==> src/rtl/dmem_ctrl.sv <==
// rtl/dmem_ctrl.sv - data-memory controller between the core load/store port and a synchronous RAM
module dmem_ctrl #(
    parameter int ADDR_W = 32,
    parameter int RD_LAT = 1,
    parameter int WR_LAT = 1
) (
    input  logic              clka,
    input  logic              rst,
    input  logic              req,
    input  logic              we,
    input  logic [1:0]        size,
    input  logic              sign_ld,
    input  logic [ADDR_W-1:0] addr,
    input  logic [31:0]       wdata,
    output logic [31:0]       rdata,
    output logic              ready,
    output logic              err,
    output logic              stall,
    output logic              ram_ena,
    output logic [3:0]        ram_wea,
    output logic [ADDR_W-1:0] ram_addr,
    output logic [31:0]       ram_din,
    input  logic [31:0]       ram_dout
);

    typedef enum logic [1:0] {
        S_IDLE = 2'd0,
        S_ACC  = 2'd1,
        S_RESP = 2'd2
    } state_t;

    localparam logic [2:0] RD_CNT = 3'(RD_LAT - 1);
    localparam logic [2:0] WR_CNT = 3'(WR_LAT - 1);

    localparam logic [1:0] SZ_BYTE = 2'b00;
    localparam logic [1:0] SZ_HALF = 2'b01;
    localparam logic [1:0] SZ_WORD = 2'b10;

    state_t            state_q, state_d;
    logic [2:0]        cnt_q, cnt_d;
    logic              we_q, we_d;
    logic [1:0]        size_q, size_d;
    logic              sign_q, sign_d;
    logic [1:0]        lane_q, lane_d;

    logic [31:0]       rdata_q, rdata_d;
    logic              ready_q, ready_d;
    logic              err_q, err_d;
    logic              ram_ena_q, ram_ena_d;
    logic [3:0]        ram_wea_q, ram_wea_d;
    logic [ADDR_W-1:0] ram_addr_q, ram_addr_d;
    logic [31:0]       ram_din_q, ram_din_d;

    logic              bad_access;

    function automatic logic is_bad(input logic [1:0] sz, input logic [1:0] ln);
        logic bad;
        case (sz)
            SZ_BYTE: bad = 1'b0;
            SZ_HALF: bad = ln[0];
            SZ_WORD: bad = (ln != 2'b00);
            default: bad = 1'b1;
        endcase
        return bad;
    endfunction

    function automatic logic [3:0] wr_mask(input logic [1:0] sz, input logic [1:0] ln);
        logic [3:0] m;
        case (sz)
            SZ_BYTE: m = 4'b0001 << ln;
            SZ_HALF: m = 4'b0011 << ln;
            default: m = 4'b1111;
        endcase
        return m;
    endfunction

    function automatic logic [31:0] wr_rep(input logic [1:0] sz, input logic [31:0] d);
        logic [31:0] r;
        case (sz)
            SZ_BYTE: r = {4{d[7:0]}};
            SZ_HALF: r = {2{d[15:0]}};
            default: r = d;
        endcase
        return r;
    endfunction

    // Little-endian lane pick followed by sign or zero extension.
    function automatic logic [31:0] ld_ext(input logic [1:0] sz, input logic [1:0] ln,
                                           input logic sx, input logic [31:0] d);
        logic [7:0]  b;
        logic [15:0] h;
        logic [31:0] r;
        case (ln)
            2'd0:    b = d[7:0];
            2'd1:    b = d[15:8];
            2'd2:    b = d[23:16];
            default: b = d[31:24];
        endcase
        h = ln[1] ? d[31:16] : d[15:0];
        case (sz)
            SZ_BYTE: r = {{24{sx & b[7]}}, b};
            SZ_HALF: r = {{16{sx & h[15]}}, h};
            default: r = d;
        endcase
        return r;
    endfunction

    assign bad_access = is_bad(size, addr[1:0]);

    always_ff @(posedge clka) begin
        if (rst) begin
            state_q    <= S_IDLE;
            cnt_q      <= 3'd0;
            we_q       <= 1'b0;
            size_q     <= 2'b00;
            sign_q     <= 1'b0;
            lane_q     <= 2'b00;
            rdata_q    <= 32'd0;
            ready_q    <= 1'b0;
            err_q      <= 1'b0;
            ram_ena_q  <= 1'b0;
            ram_wea_q  <= 4'b0000;
            ram_addr_q <= '0;
            ram_din_q  <= 32'd0;
        end else begin
            state_q    <= state_d;
            cnt_q      <= cnt_d;
            we_q       <= we_d;
            size_q     <= size_d;
            sign_q     <= sign_d;
            lane_q     <= lane_d;
            rdata_q    <= rdata_d;
            ready_q    <= ready_d;
            err_q      <= err_d;
            ram_ena_q  <= ram_ena_d;
            ram_wea_q  <= ram_wea_d;
            ram_addr_q <= ram_addr_d;
            ram_din_q  <= ram_din_d;
        end
    end

    always_comb begin
        state_d = state_q;
        cnt_d   = cnt_q;
        case (state_q)
            S_IDLE: begin
                if (req) begin
                    if (bad_access) begin
                        state_d = S_RESP;
                    end else begin
                        state_d = S_ACC;
                        cnt_d   = we ? WR_CNT : RD_CNT;
                    end
                end
            end
            S_ACC: begin
                if (cnt_q == 3'd0) begin
                    state_d = S_RESP;
                end else begin
                    cnt_d = cnt_q - 3'd1;
                end
            end
            S_RESP:  state_d = S_IDLE;
            default: state_d = S_IDLE;
        endcase
    end

    // Completion outputs default low so ready/err/rdata form a single-cycle pulse.
    always_comb begin
        we_d       = we_q;
        size_d     = size_q;
        sign_d     = sign_q;
        lane_d     = lane_q;
        rdata_d    = 32'd0;
        ready_d    = 1'b0;
        err_d      = 1'b0;
        ram_ena_d  = ram_ena_q;
        ram_wea_d  = ram_wea_q;
        ram_addr_d = ram_addr_q;
        ram_din_d  = ram_din_q;
        case (state_q)
            S_IDLE: begin
                if (req) begin
                    we_d   = we;
                    size_d = size;
                    sign_d = sign_ld;
                    lane_d = addr[1:0];
                    if (bad_access) begin
                        ready_d = 1'b1;
                        err_d   = 1'b1;
                    end else begin
                        ram_ena_d  = 1'b1;
                        ram_addr_d = {addr[ADDR_W-1:2], 2'b00};
                        if (we) begin
                            ram_wea_d = wr_mask(size, addr[1:0]);
                            ram_din_d = wr_rep(size, wdata);
                        end else begin
                            ram_wea_d = 4'b0000;
                        end
                    end
                end
            end
            S_ACC: begin
                if (cnt_q == 3'd0) begin
                    ready_d   = 1'b1;
                    ram_ena_d = 1'b0;
                    ram_wea_d = 4'b0000;
                    if (!we_q) begin
                        rdata_d = ld_ext(size_q, lane_q, sign_q, ram_dout);
                    end
                end
            end
            default: begin
            end
        endcase
    end

    assign rdata    = rdata_q;
    assign ready    = ready_q;
    assign err      = err_q;
    assign ram_ena  = ram_ena_q;
    assign ram_wea  = ram_wea_q;
    assign ram_addr = ram_addr_q;
    assign ram_din  = ram_din_q;
    assign stall    = req & ~ready_q;

endmodule

==> config.mk <==
export PLATFORM = sky130hd
export DESIGN_NAME = dmem_ctrl
export DESIGN_NICKNAME = d
export VERILOG_FILES = /design/src/rtl/dmem_ctrl.sv
export SDC_FILE = /design/constraint.sdc
export NUM_CORES = 1
export LEC_CHECK = 0
export BUFFER_PORTS_ARGS = -buffer_cell sky130_fd_sc_hd__buf_2
export CORE_MARGIN = 2
export CORE_UTILIZATION = 50
export CTS_BUF_LIST = sky130_fd_sc_hd__clkbuf_2
export DETAILED_ROUTE_END_ITERATION = 10
export PLACE_DENSITY = 0.9
export SYNTH_ARGS = -nofsm -noshare
export SYNTH_HDL_FRONTEND = slang
export SYNTH_SLANG_ARGS = --single-unit
==> constraint.sdc <==
create_clock -name clka -period 3.9 [get_ports clka]
set_input_delay 0.78 -clock clka [delete_from_list [all_inputs] [get_ports clka]]
set_output_delay 0.78 -clock clka [all_outputs]
set_load 0.01 [all_outputs]
== Word level (Yosys, flattened, before mapping) ==
Index checks and enable logic that the tools add are counted.
Storage, ports and cells
  flip-flop bits (word level): 112
  latch bits: 0
  memory bits (writable): 0
  bits in read-only memories: 0
  input port bits: 103
  output and inout bits: 104
  memories kept: 0
Cells by class
  add/sub/neg operators: 1
  multiply operators: 0
  divide/modulo/power cells: 0
  magnitude comparators: 0
  equality and inequality tests: 10
  shift operators: 2
  muxes and demuxes: 30
  bitwise operators: 8
  reductions and logical operators: 15
Operators with widths (count)
  $pmux 32 s2: 2
  $mux 8: 3
  $pmux 8 s3: 1
  $mux 16: 1
  $mux 4: 4
  $pmux 4 s2: 2
  $reduce_and 4->1: 3
  $mux 3: 3
  $eq 2x1->1 const B: 4
  $logic_not 2->1: 4
  $ne 2x2->1 const B: 4
  $mux 1: 6
  $mux 2: 3
  $pmux 3 s2: 1
  $not 1->1: 5
  $eq 2x2->1 const B: 2
  $pmux 1 s2: 2
  $pmux 2 s2: 1
  $reduce_and 2->1: 2
  $reduce_bool 2->1: 2
  $reduce_or 4->1: 1
  $shl 1x2->4 const A: 1
  $shl 2x2->4 const A: 1
  $and 1x1->1: 3
  5 further kinds: 5

== Depth between registers and ports, before layout ==
  depth in word-level cells: 7
  depth in mapped cells: 8
  depth with buffers taken out: 7

== Worst setup path before layout ==
OpenSTA, ideal clock, no wires.
  path type: input to register
  start point: input rst
  end point: register rdata_q[10], in the netlist rdata[10]
  arrival: 1.800 ns
  setup slack: 2.014 ns
  cell stages on the path: 5
  buffers on the path: 3
  path through: clkbuf_1 > or4_1 > buf_2 > buf_6 > a211oi_1
Between the ends
  word-level cells in the longest chain between the ends: 1
Ends and longest elaborated chain
  start: declaration: RTL line 8  | input logic rst,
  $reduce_or 4->1 (no source line)
  end signal: assignment: RTL line 132  | rdata_q <= rdata_d;
  end: declaration: RTL line 46  | logic [31:0] rdata_q, rdata_d;
Every way passes these cells.
A chain may end at the register's enable or synchronous reset.

== Worst setup path in the final report ==
  start point: register cnt_q[0]
  end point: register rdata_q[12], in the netlist rdata[12]
Between the ends
  word-level cells in the longest chain between the ends: 3
Ends and longest elaborated chain
  start: declaration: RTL line 40  | logic [2:0] cnt_q, cnt_d;
  start signal: assignment: RTL line 127  | cnt_q <= cnt_d;
  $logic_not 3->1: RTL line 204  | if (cnt_q == 3'd0) begin
  $not 1->1 (no source line)
  $reduce_or 4->1 (no source line)
Every way passes these cells.

==> flow_summary.ini <==
[route]
drcViolationCount = 0
avgViaCountPerCell = 5.48
vias = 4536
avgRoutedWirePerCell_um = 15.0
dr.pass1.iters = 6
antenna_left = 0
drt_iter0_markers = 277
drt-total-wl_um = 12400

[sta]
hold_slack_ns = 0.376
drv_slew = 0
skew_ns = 0.0370
worst_pin_slew_ns = 1.06
relSlewSlack = 0.292
setup_tns_ns = 0
setup_slack_ns = 1.69
fmaxAchievable_mhz = 453
min_period_ns = 2.21
fin_crit_sh = 0.565
rsz0062_at_grt = false
finalHoldViolCount = 0
setup_viol = 0

[worst_setup_path]
critical_path.endpoint = rdata[12]$_SDFF_PP0_
cp.depth = 6
timing.rr.end = rdata[12]$_SDFF_PP0_
critical_path_class = flip-flop to flip-flop
reg2reg_depth = 6
setup.worst_path.start = cnt_q[0]$_SDFFE_PP0P_
path_buf_inv = 1
r2r-start = cnt_q[0]$_SDFFE_PP0P_
cp.required_ns = 4.40
critPathTopFamily = simple AND/OR/NAND/NOR gates
r2r_setup_slack_ns = 1.69
startpoint_type = flip-flop
cp_common_cell = ha_1
max_stage_delay_ns = 0.90
path_cells = inv_1 > ha_1 > ha_1 > nand2_1 > or4_1 > a211oi_1
crit_fanout = 32
worst_ep_arrival_time_ns = 2.71
cp-end-kind = flip-flop
cp_slowest_cell = or4_1

[clock_network]
postCtsHoldBufs = 0
cts_buffers = 9
clkTransAtPathRegs_ns = 0.34
clk_latency_ns = 0.59
post_cts_resized = 0
cts_tree = done
clockBufferDepth = 2
cts_setup_buffers = 0
htreeDepth = 3
ctsRootBufferMaster = clkbuf_2
clock-sinks = 112

[placement]
dpl-instance-area_sq_um = 5570
dpl_worst_slack_ns = 1.39
routabilityCongestion = 0.916
numPortBuffers = 204
dpl.cell_count = 812
dpl.hpwl_um = 9100

[synth]
syn-cell-area_sq_um = 4580
synth_area_leaders = dfxtp_1 (49%), nand2_1 (10%), a21oi_1 (8.3%)
seq_area_frac_synth = 0.489
synth_edf_count = 0
async_flop_share = 0
yosys_warnings = 0
avgSynthCellArea_sq_um = 8.57
ys.flop_type = dfxtp_1
synth_top_area_frac = 0.489
yosys.cell_types.count = 39
ys_ff_latch = 112
synthCells = 535
post-synth-top-area-cell = dfxtp_1

[floorplan]
dieArea_sq_um = 9950
coreArea_sq_um = 8810
die_y_um = 99.7
initial_core_util = 0.520
die_w_um = 99.7
row_count = 34
pin_count = 207

[hold_path]
min_from = addr[4]
min_path_type = input pin to flip-flop

[finish]
fillers = 714
nets = 820
finish.utilization = 0.646
fin_area_sq_um = 5690
fin_cells = 828
area_growth_pct = 24.2
diodes = 0
multi_input_area_sq_um = 2090
drive_gt1_frac = 0.347
seq_area_sq_um = 2240

[pwr]
power_density_nw_per_um2 = 368
total_power_mw = 2.10
peakVddDrop_mv = 0.249
p_leak_nw = 2.59

[status]
status = complete, no violations

[grt]
grt_use_total = 0.242
grt_max_degree = 82
antenna_found_initial = 1
grt_pass1_wl_um = 19500
grt_pass1_vias = 4161
gr-total-overflow = 0

[flow_run]
cap_violations = 0
[sequential cells by signal (all words and copies together) (netlist names)]
| name | count |
|---|---|
| we_q | 1 |
| state_q | 2 |
| err | 1 |
| lane_q | 2 |
| cnt_q | 3 |
| size_q | 2 |
| ram_ena | 1 |
| ram_din | 32 |
| ram_addr | 30 |
| sign_q | 1 |
| ram_wea | 4 |
| rdata | 32 |
| ready | 1 |
[final cells by class]
type | count | area share
Multi-Input combinational cell | 371 | 0.366
Sequential cell | 112 | 0.394
Clock buffer | 9 | 0.00791
Inverter | 10 | 0.00659
Timing Repair Buffer | 211 | 0.189
Tap cell | 108 | 0.0237
Clock inverter | 7 | 0.0130
[worst register-to-register path: stages, from the launching register on]
cell and delay (ns):
dfxtp_1 0.38, inv_1 0.07, ha_1 0.15, ha_1 0.15, nand2_1 0.11, or4_1 0.90
a211oi_1 0.39
[layout by cell type (no fill, tap or decap), types with 4 or more instances in the layout]
cell      Yosys  final
a222oi_1      7      7
a211oi_1     10     10
o32ai_1       4      4
nor2_1       43     43
buf_4         5      7
a21oi_1      76     76
a311oi_1      8      8
a211oi_2      8      8
buf_2        21    204
nand2_1     127    127
o21ai_0      17     17
clkbuf_2      0      9
mux2_2        7      7
dfxtp_1     112    112
inv_1        10     10
mux2i_1      25     25
nor2b_1      13     13
[power breakdown]
part	switching, mW	internal [mW]	total [mW]
clock network	0.414	0.109	0.523
logic	0.200	0.146	0.346
registers	0.0319	1.19	1.23
total	0.646	1.45	2.10
[cells in the mapped netlist (all sizes together) (2+ instances only)]
master / number
buf: 28
inv: 10
mux2i: 25
nor2: 43
nand2b: 2
mux2: 7
o32ai: 5
o21ai: 19
or3: 2
a222oi: 7
ha: 2
a31oi: 2
nand2: 127
nor2b: 13
clkbuf: 15
a21oi: 77
a211oi: 18
dfxtp: 112
a311oi: 8
[how the worst min path moves through the flow]
| stage | slack (ns) | endpoint | depth (start not counted) |
|---|---|---|---|
| 2_1_floorplan | 0.44 | cnt_q[0]$_SDFFE_PP0P_ | 2 |
| 3_5_place_dp | 0.44 | ram_addr[20]$_SDFFE_PP0P_ | 2 |
| 6_report | 0.38 | ram_addr[4]$_SDFFE_PP0P_ | 3 |
| 3_3_place_gp | 0.44 | ram_addr[26]$_SDFFE_PP0P_ | 2 |
| 4_1_cts | 0.31 | ram_addr[4]$_SDFFE_PP0P_ | 3 |
| 5_1_grt | 0.31 | ram_addr[4]$_SDFFE_PP0P_ | 3 |
[cell families after synthesis]
kind of cell / Yosys count / synth area share
other: 1 / 0.000818
AO/OA/AOI/OAI: 142 / 0.200
buffers and inverters: 53 / 0.0565
adder cells (fa/ha/maj): 2 / 0.00546
multiplexers: 32 / 0.0718
flip-flops: 112 / 0.489
AND/OR/NAND/NOR: 193 / 0.176
[per-layer routing]
| metal | part of all wire | up-vias | routed length, um | global-route usage |
|---|---|---|---|---|
| met4 | 0.025 | 2 | 314 | 0.0991 |
| met3 | 0.085 | 28 | 1050 | 0.0492 |
| met5 | 0.0013 | - | 16 | 0 |
| li1 | - | 2184 | - | - |
| met2 | 0.50 | 254 | 6200 | 0.418 |
| met1 | 0.39 | 2068 | 4800 | 0.294 |
(Power assumes the default switching activity.)
